--- src/rtl/mhd_err_inj.sv ---
// mhd_err_inj: sequential Hamming-distance error injector.
// Takes a golden word and a distance k, then flips exactly min(k, WIDTH)
// distinct bits chosen by a 16-bit Fibonacci LFSR (x^16+x^14+x^13+x^11+1),
// at one candidate position per cycle. It returns the mutated word, the flip
// mask and the effective distance.
// Optional feature macro: MHD_INJ_CHECK_EN adds a registered popcount of the
// mask and a sticky self-consistency flag on the extra output 'err'.
// Handshakes: a transfer happens on a rising edge where valid && ready are
// both high. A valid that has been raised stays high with stable payload
// until that transfer. in_valid is ignored whenever in_ready is low.
module mhd_err_inj #(
   parameter int          WIDTH = 129,
   parameter int          KW    = 8,
   parameter int          PW    = 8,
   parameter logic [15:0] SEED  = 16'hACE1
) (
   input  logic             clk,
   input  logic             rst,
   input  logic             in_valid,
   output logic             in_ready,
   input  logic [WIDTH-1:0] in_data,
   input  logic [KW-1:0]    in_k,
   output logic             out_valid,
   input  logic             out_ready,
   output logic [WIDTH-1:0] out_data,
   output logic [WIDTH-1:0] out_mask,
   output logic [KW-1:0]    out_dist,
   output logic             busy
`ifdef MHD_INJ_CHECK_EN
   ,
   output logic             err
`endif
);

   // An all-zero LFSR would lock up, so a zero seed becomes 1.
   localparam logic [15:0] SEED_EFF = (SEED == 16'h0000) ? 16'h0001 : SEED;
   localparam logic [KW-1:0] WIDTH_K = KW'(WIDTH);

   typedef enum logic [1:0] {IDLE, INJECT, DONE} state_t;

   state_t           state_q, state_d;
   logic [15:0]      lfsr_q, lfsr_d, lfsr_adv;
   logic [WIDTH-1:0] mask_q, mask_d;
   logic [WIDTH-1:0] data_q, data_d;
   logic [WIDTH-1:0] dout_q;
   logic [KW-1:0]    k_q, k_d;
   logic [KW-1:0]    cnt_q, cnt_d;
   logic [PW-1:0]    pos;
   logic             pos_ok;

   // The candidate comes from the post-advance LFSR value. It is usable only
   // when it is in range and has not been flipped already.
   assign lfsr_adv = {lfsr_q[14:0], lfsr_q[15] ^ lfsr_q[13] ^ lfsr_q[12] ^ lfsr_q[10]};
   assign pos      = lfsr_adv[PW-1:0];
   assign pos_ok   = (32'(pos) < 32'(WIDTH)) && !mask_q[pos];

   assign in_ready  = (state_q == IDLE);
   assign out_valid = (state_q == DONE);
   assign busy      = (state_q != IDLE);
   assign out_data  = dout_q;
   assign out_mask  = mask_q;
   assign out_dist  = k_q;

   // Next-state and datapath: capture in IDLE, one candidate per INJECT cycle,
   // and hold in DONE until the consumer takes the result.
   always_comb begin
      state_d = state_q;
      lfsr_d  = lfsr_q;
      mask_d  = mask_q;
      data_d  = data_q;
      k_d     = k_q;
      cnt_d   = cnt_q;
      case (state_q)
         IDLE: begin
            if (in_valid) begin
               data_d  = in_data;
               mask_d  = '0;
               cnt_d   = '0;
               k_d     = (32'(in_k) > 32'(WIDTH)) ? WIDTH_K : in_k;
               state_d = (k_d == '0) ? DONE : INJECT;
            end
         end
         INJECT: begin
            lfsr_d = lfsr_adv;
            if (pos_ok) begin
               mask_d[pos] = 1'b1;
               cnt_d       = cnt_q + KW'(1);
               if (cnt_d == k_q) state_d = DONE;
            end
         end
         DONE: begin
            if (out_ready) state_d = IDLE;
         end
         default: state_d = IDLE;
      endcase
   end

   // State and datapath registers. out_data is registered from the next mask.
   always_ff @(posedge clk) begin
      if (rst) begin
         state_q <= IDLE;
         lfsr_q  <= SEED_EFF;
         mask_q  <= '0;
         data_q  <= '0;
         dout_q  <= '0;
         k_q     <= '0;
         cnt_q   <= '0;
      end else begin
         state_q <= state_d;
         lfsr_q  <= lfsr_d;
         mask_q  <= mask_d;
         data_q  <= data_d;
         dout_q  <= data_d ^ mask_d;
         k_q     <= k_d;
         cnt_q   <= cnt_d;
      end
   end

`ifdef MHD_INJ_CHECK_EN
   function automatic logic [KW-1:0] popcnt(input logic [WIDTH-1:0] v);
      logic [KW-1:0] c;
      c = '0;
      for (int i = 0; i < WIDTH; i++) c = c + KW'(v[i]);
      return c;
   endfunction

   logic [KW-1:0] pop_q;
   logic          err_q;

   // The popcount tracks mask_q in the same cycle because it is taken from
   // mask_d. The error flag is sticky until rst.
   always_ff @(posedge clk) begin
      if (rst) begin
         pop_q <= '0;
         err_q <= 1'b0;
      end else begin
         pop_q <= popcnt(mask_d);
         if (state_q == DONE && (pop_q != k_q || (data_q ^ dout_q) != mask_q))
            err_q <= 1'b1;
      end
   end

   assign err = err_q;
`endif

endmodule

--- config.mk ---
export PLATFORM = sky130hd
export DESIGN_NAME = mhd_err_inj
export DESIGN_NICKNAME = d
export VERILOG_FILES = /design/src/rtl/mhd_err_inj.sv
export SDC_FILE = /design/constraint.sdc
export NUM_CORES = 1
export LEC_CHECK = 0
export CORE_UTILIZATION = 54
export CTS_CLUSTER_SIZE = 16
export DETAILED_ROUTE_END_ITERATION = 10
export PLACE_DENSITY = 0.92
export SYNTH_ARGS = -nofsm -noshare
export SYNTH_HDL_FRONTEND = slang
export SYNTH_SLANG_ARGS = --single-unit
--- constraint.sdc ---
create_clock -name clk -period 6.2 [get_ports clk]
set_clock_uncertainty 0.2 [all_clocks]
set_input_delay 1.55 -clock clk [delete_from_list [all_inputs] [get_ports clk]]
set_output_delay 1.55 -clock clk [all_outputs]
set_load 0.03 [all_outputs]
==> Yosys cells after proc, flatten, opt, wreduce, memory -nomap -nowiden <==
Cells that the tools add are included.
Widths: inputs -> output; s select.
{ "totals": {"input_bits": 141, "reg_bits": 421, "word_cells": 53} }
{ "op_classes": {"n_lt_le_gt_ge": 4, "n_eq_ne": 7, "n_bitwise": 5, "reduce_logical": 10, "n_mux": 19, "add_sub_neg": 1} }
{ "ops": {"columns": ["cell", "n"], "rows": [
  ["$mux 129", 4],
  ["$pmux 129 s2", 1],
  ["$or 129x129->129", 1],
  ["$xor 129x129->129", 1],
  ["$mux 8", 3],
  ["$pmux 8 s2", 1],
  ["$mux 2", 5],
  ["$lt 8x9->1 const B", 1],
  ["$add 8x1->8 const B", 1],
  ["$bmux 1 s8", 1],
  ["$demux 1 s8", 1],
  ["$eq 8x8->1", 1],
  ["$ge 8x1->1 const B", 1],
  ["$gt 8x8->1 const B", 1],
  ["$logic_not 8->1", 1],
  ["$lt 8x8->1 const B", 1],
  ["$ne 2x2->1 const B", 3],
  ["$pmux 2 s3", 1],
  ["$reduce_and 4->1", 1],
  ["$reduce_bool 2->1", 2],
  ["$reduce_and 3->1", 1],
  ["$xor 1x1->1", 3],
  ["$eq 2x1->1 const B", 1],
  ["$eq 2x2->1 const B", 1],
  ["6 further kinds", 8]
]} }

==> Depth between registers and ports, before layout <==
{ "logic_depth": {"depth_word": 11, "ltp_mapped": 13, "depth_no_buf": 9} }

==> Worst setup path before layout <==
OpenSTA, ideal clock, no wires.
{ "synth_path": {"path_type": "flip-flop to flip-flop", "start": "register lfsr_q[0]", "end": "register cnt_q[2]", "stages_incl_launch_ff": 12, "slack_ps": 2796, "arrival_ps": 3082, "required_ps": 5878, "path_buffers": 3, "cell_sequence": "dfxtp_1 > buf_2 > buf_2 > mux4_2 > mux4_2 > nand2_1 > nand3_1 > a22oi_2 > nand2_1 > buf_2 > o21a_1 > a221o_1"} }
{ "synth_between": {"elab_chain_cells": 6, "elab_cells_between_ends": 7, "cone_classes": "1 x order compare; 1 x eq/ne; 2 x mux; 3 x reduce/logical"} }
{ "synth_lines": {"columns": ["item", "line", "rtl"], "rows": [
  ["start, declared", "42", "logic [15:0] lfsr_q, lfsr_d, lfsr_adv;"],
  ["start signal, assigned", "110", "lfsr_q <= lfsr_d;"],
  ["$bmux 1 s8", "55", "assign pos_ok = (32'(pos) < 32'(WIDTH)) && !mask_q[pos];"],
  ["$mux 1 (not written as such)", "55", null],
  ["$logic_not 1->1", "55", null],
  ["$logic_and 1x1->1 (*)", "55", null],
  ["$ne 2x2->1 (no source line) (*)", null, null],
  ["$reduce_and 3->1 (no source line) (*)", null, null],
  ["end signal, assigned", "115", "cnt_q <= cnt_d;"],
  ["end, declared", "47", "logic [KW-1:0] cnt_q, cnt_d;"]
]} }
Mark *: on every way between the ends. The rest lies on a longest branch, timed or not. The select of a mux whose other input is x is not followed.
A chain may end at the register's enable or synchronous reset.

==> Final worst setup path <==
Ends and elaborated chain as after synthesis.

==> flow_metrics.tcl <==
set metrics [dict create \
    cp-start-kind "flip-flop" \
    clk_path_buf_depth 3 \
    ys_async_sr_fraction_pct 0 \
    core-area_mm2 0.0316 \
    fmax_mhz 215 \
    numPortBuffers 409 \
    p_leak_nw 8.55 \
    pre_cts_slack_ns 1.64 \
    design_area_mm2 0.0231 \
    htree_levels 2 \
    die-area_mm2 0.0328 \
    clock_latency_ns 0.53 \
    mostFrequentLayoutCell "dfxtp_1" \
    placedCellCount 2548 \
    seqCellArea_mm2 0.00843 \
    drive_gt1_share_pct 6.84 \
    yosys_warnings 0 \
    synth.distinct_cells 65 \
    path_cells "mux4_2 -> and2_0 -> a2111oi_0 -> nor3_2 -> a22oi_2 -> buf_4 -> nand2_1 -> o21a_1 -> a221o_1" \
    swShare_pct 25.8 \
    synthCells 1859 \
    rows 65 \
    dp_hpwl_um 38300 \
    num_io_pins 410 \
    power_switching_mw 1.69 \
    hold_path_class "reg -> reg" \
    cts_root_buffer "clkbuf_16" \
    initial_utilization_pct 54.8 \
    path_class "reg -> reg" \
    most-common-layout-cells "dfxtp_1 (419), clkdlybuf4s50_1 (408), nor2_1 (276), nand2_1 (205), a21oi_1 (166)" \
    tns_ns 0 \
    place.gp.congestion 0.901 \
    post-route-period-util_pct 75.1 \
    hold_buffers 0 \
    stdcell_count 2625 \
    grt_usage_pct 33.9 \
    routed_wirelength_um 57100 \
    ant_nets 0 \
    critPathBufInv 1 \
    place_area_mm2 0.0216 \
    synth_area_per_cell_um2 9.31 \
    cts.reportedPaths.clkPinSlew_ns 0.06 \
    tightest_slew_ns 1.51 \
    p_comb_share_pct 13.6 \
    met3_usage_pct 8.59 \
    synth_edf_count 0 \
    post_cts_buffers 0 \
    fin_crit_ns 4.66 \
    rsz0062_at_grt "no" \
    fin_ws_ns 1.54 \
    grt_start_max_net_pins 161 \
    num-fill-cells 2112 \
    multiInputGateArea_mm2 0.00828 \
    outcome "finished with violations" \
    grt_overflow 0 \
    clock_power_share_pct 42.3 \
    cp_top_family "compound AO/OA/AOI/OAI gates" \
    p_int_mw 4.87 \
    vias 15600 \
    hold_viol_final 0 \
    max_slew_margin_pct -0.795 \
    fp.dieH_um 181 \
    routed_via_density 5.96 \
    antenna_found_initial 0 \
    wire_per_inst_um 21.8 \
    die_w_um 181 \
    dr.pass1.iters 5 \
    busiest_layer "met2" \
    cts.sinks 421 \
    fin_util_pct 73.3 \
    maxCapViolations 1 \
    worstPathRequired_ns 6.41 \
    setup_viol 0 \
    grtUsageMet2_pct 58.1 \
    cp-end-kind "flip-flop" \
    cts_tree "yes" \
    peakVddDrop_mv 0.271 \
    synthFlopType "dfxtp_1" \
    synth.net_count 2001 \
    drv_slew 10 \
    grt_pass1_wl_um 87100 \
    n_antenna_cell 0 \
    p_seq_share_pct 44.1 \
    ys_ff_latch 421 \
    finalPower_mw 6.56 \
    drt_iter0_drc 1634 \
    critPathArrivalTime_ns 4.87 \
    max_stage_delay_ns 1.02 \
    use_met1_pct 40.5 \
    critPathSlowestCell "dfxtp_2" \
    worst-path-max-fanout 52 \
    violations "max-capacitance violations, max-slew violations" \
    power_density_mw_per_mm2 284 \
    area_growth_pct 33.7 \
    numCtsBuffers 43 \
    cts.repair.resized 0 \
    nNetsFinal 2333 \
    holdWs_ns 0.255 \
    ys_seq_area_share_pct 48.7 \
    netlist_area_mm2 0.0173 \
    drcViolationCount 0 \
    grt_pass1_vias 15300 \
]
-- worst paths after layout --
path / start / to / slack (ns) / depth (start not counted)
worst max-delay path: lfsr_q[0]$_SDFFE_PP1P_ / cnt_q[2]$_SDFFE_PP0P_ / 1.54 / 9
worst min-delay path: lfsr_q[8]$_SDFFE_PP0P_ / lfsr_q[9]$_SDFFE_PP0P_ / 0.25 / 2
worst max register to register: lfsr_q[0]$_SDFFE_PP1P_ / cnt_q[2]$_SDFFE_PP0P_ / 1.54 / 9
worst min register to register: lfsr_q[8]$_SDFFE_PP0P_ / lfsr_q[9]$_SDFFE_PP0P_ / 0.25 / 2
-- kinds of logic (layout without fill, tap and decap cells) --
family,count (synthesis),after routing,synth area share (%)
AO/OA/AOI/OAI,358,358,14.2
XOR/XNOR,130,130,6.67
adder cells (fa/ha/maj),1,1,0.0723
buffers and inverters,160,524,3.77
flip-flops,421,421,48.7
multiplexers,107,107,8.45
AND/OR/NAND/NOR,682,682,18.2
-- synth_stat cells (10+ instances only) --
| library cell | number | area [um2] |
|---|---|---|
| nand2_1 | 206 | 773 |
| a22oi_1 | 65 | 488 |
| nand3_1 | 23 | 115 |
| a211oi_1 | 33 | 248 |
| a32oi_1 | 16 | 140 |
| nor3_1 | 20 | 100 |
| or4_1 | 16 | 120 |
| mux4_2 | 23 | 518 |
| a32o_1 | 48 | 480 |
| nand3b_1 | 28 | 210 |
| nor2b_1 | 55 | 344 |
| dfxtp_1 | 421 | 8430 |
| nand4b_1 | 16 | 140 |
| clkbuf_1 | 121 | 454 |
| nor2_1 | 277 | 1040 |
| buf_2 | 19 | 95.1 |
| buf_1 | 10 | 37.5 |
| mux2i_1 | 73 | 731 |
| xor2_1 | 88 | 771 |
| a21oi_1 | 166 | 831 |
| xnor2_1 | 40 | 350 |
-- power by group through the flow --
stage	combinational [mW]	clock (mW)	sequential [mW]
after floorplan	0.434	0	3.04
after global placement	0.853	0	2.95
after detailed placement	0.875	0	2.95
after CTS	0.884	2.79	2.90
after global routing	0.946	2.91	2.91
final	0.893	2.77	2.90
-- flip-flops by register name, indices dropped and copies added, names as in the netlist --
register / flops
out_data: 129
out_mask: 129
data_q: 129
state_q: 2
out_dist: 8
cnt_q: 8
lfsr_q: 16
-- area by class of cell --
type                    instances  area share, %
well taps                     402           2.17
clock buffers                  59           5.36
clock inverters                18           1.21
repair buffers                440           18.9
inverters                       7          0.114
flip-flops and latches        421           36.4
multi-input cells            1278           35.8
-- per-layer routing --
metal / vias up / part of all wire [%]
li1: 7148 / -
met1: 7493 / 38
met2: 843 / 48
met3: 151 / 9.7
met4: 0 / 4.3
met5: - / 0
-- tightest hold or removal path, delay by kind of cell (launching register included) --
kind / cells / cell delay [ns]
compound gates: 1 / 0.05
simple gates: 1 / 0.05
flops: 1 / 0.31
Power figures use the tool's default switching activity.
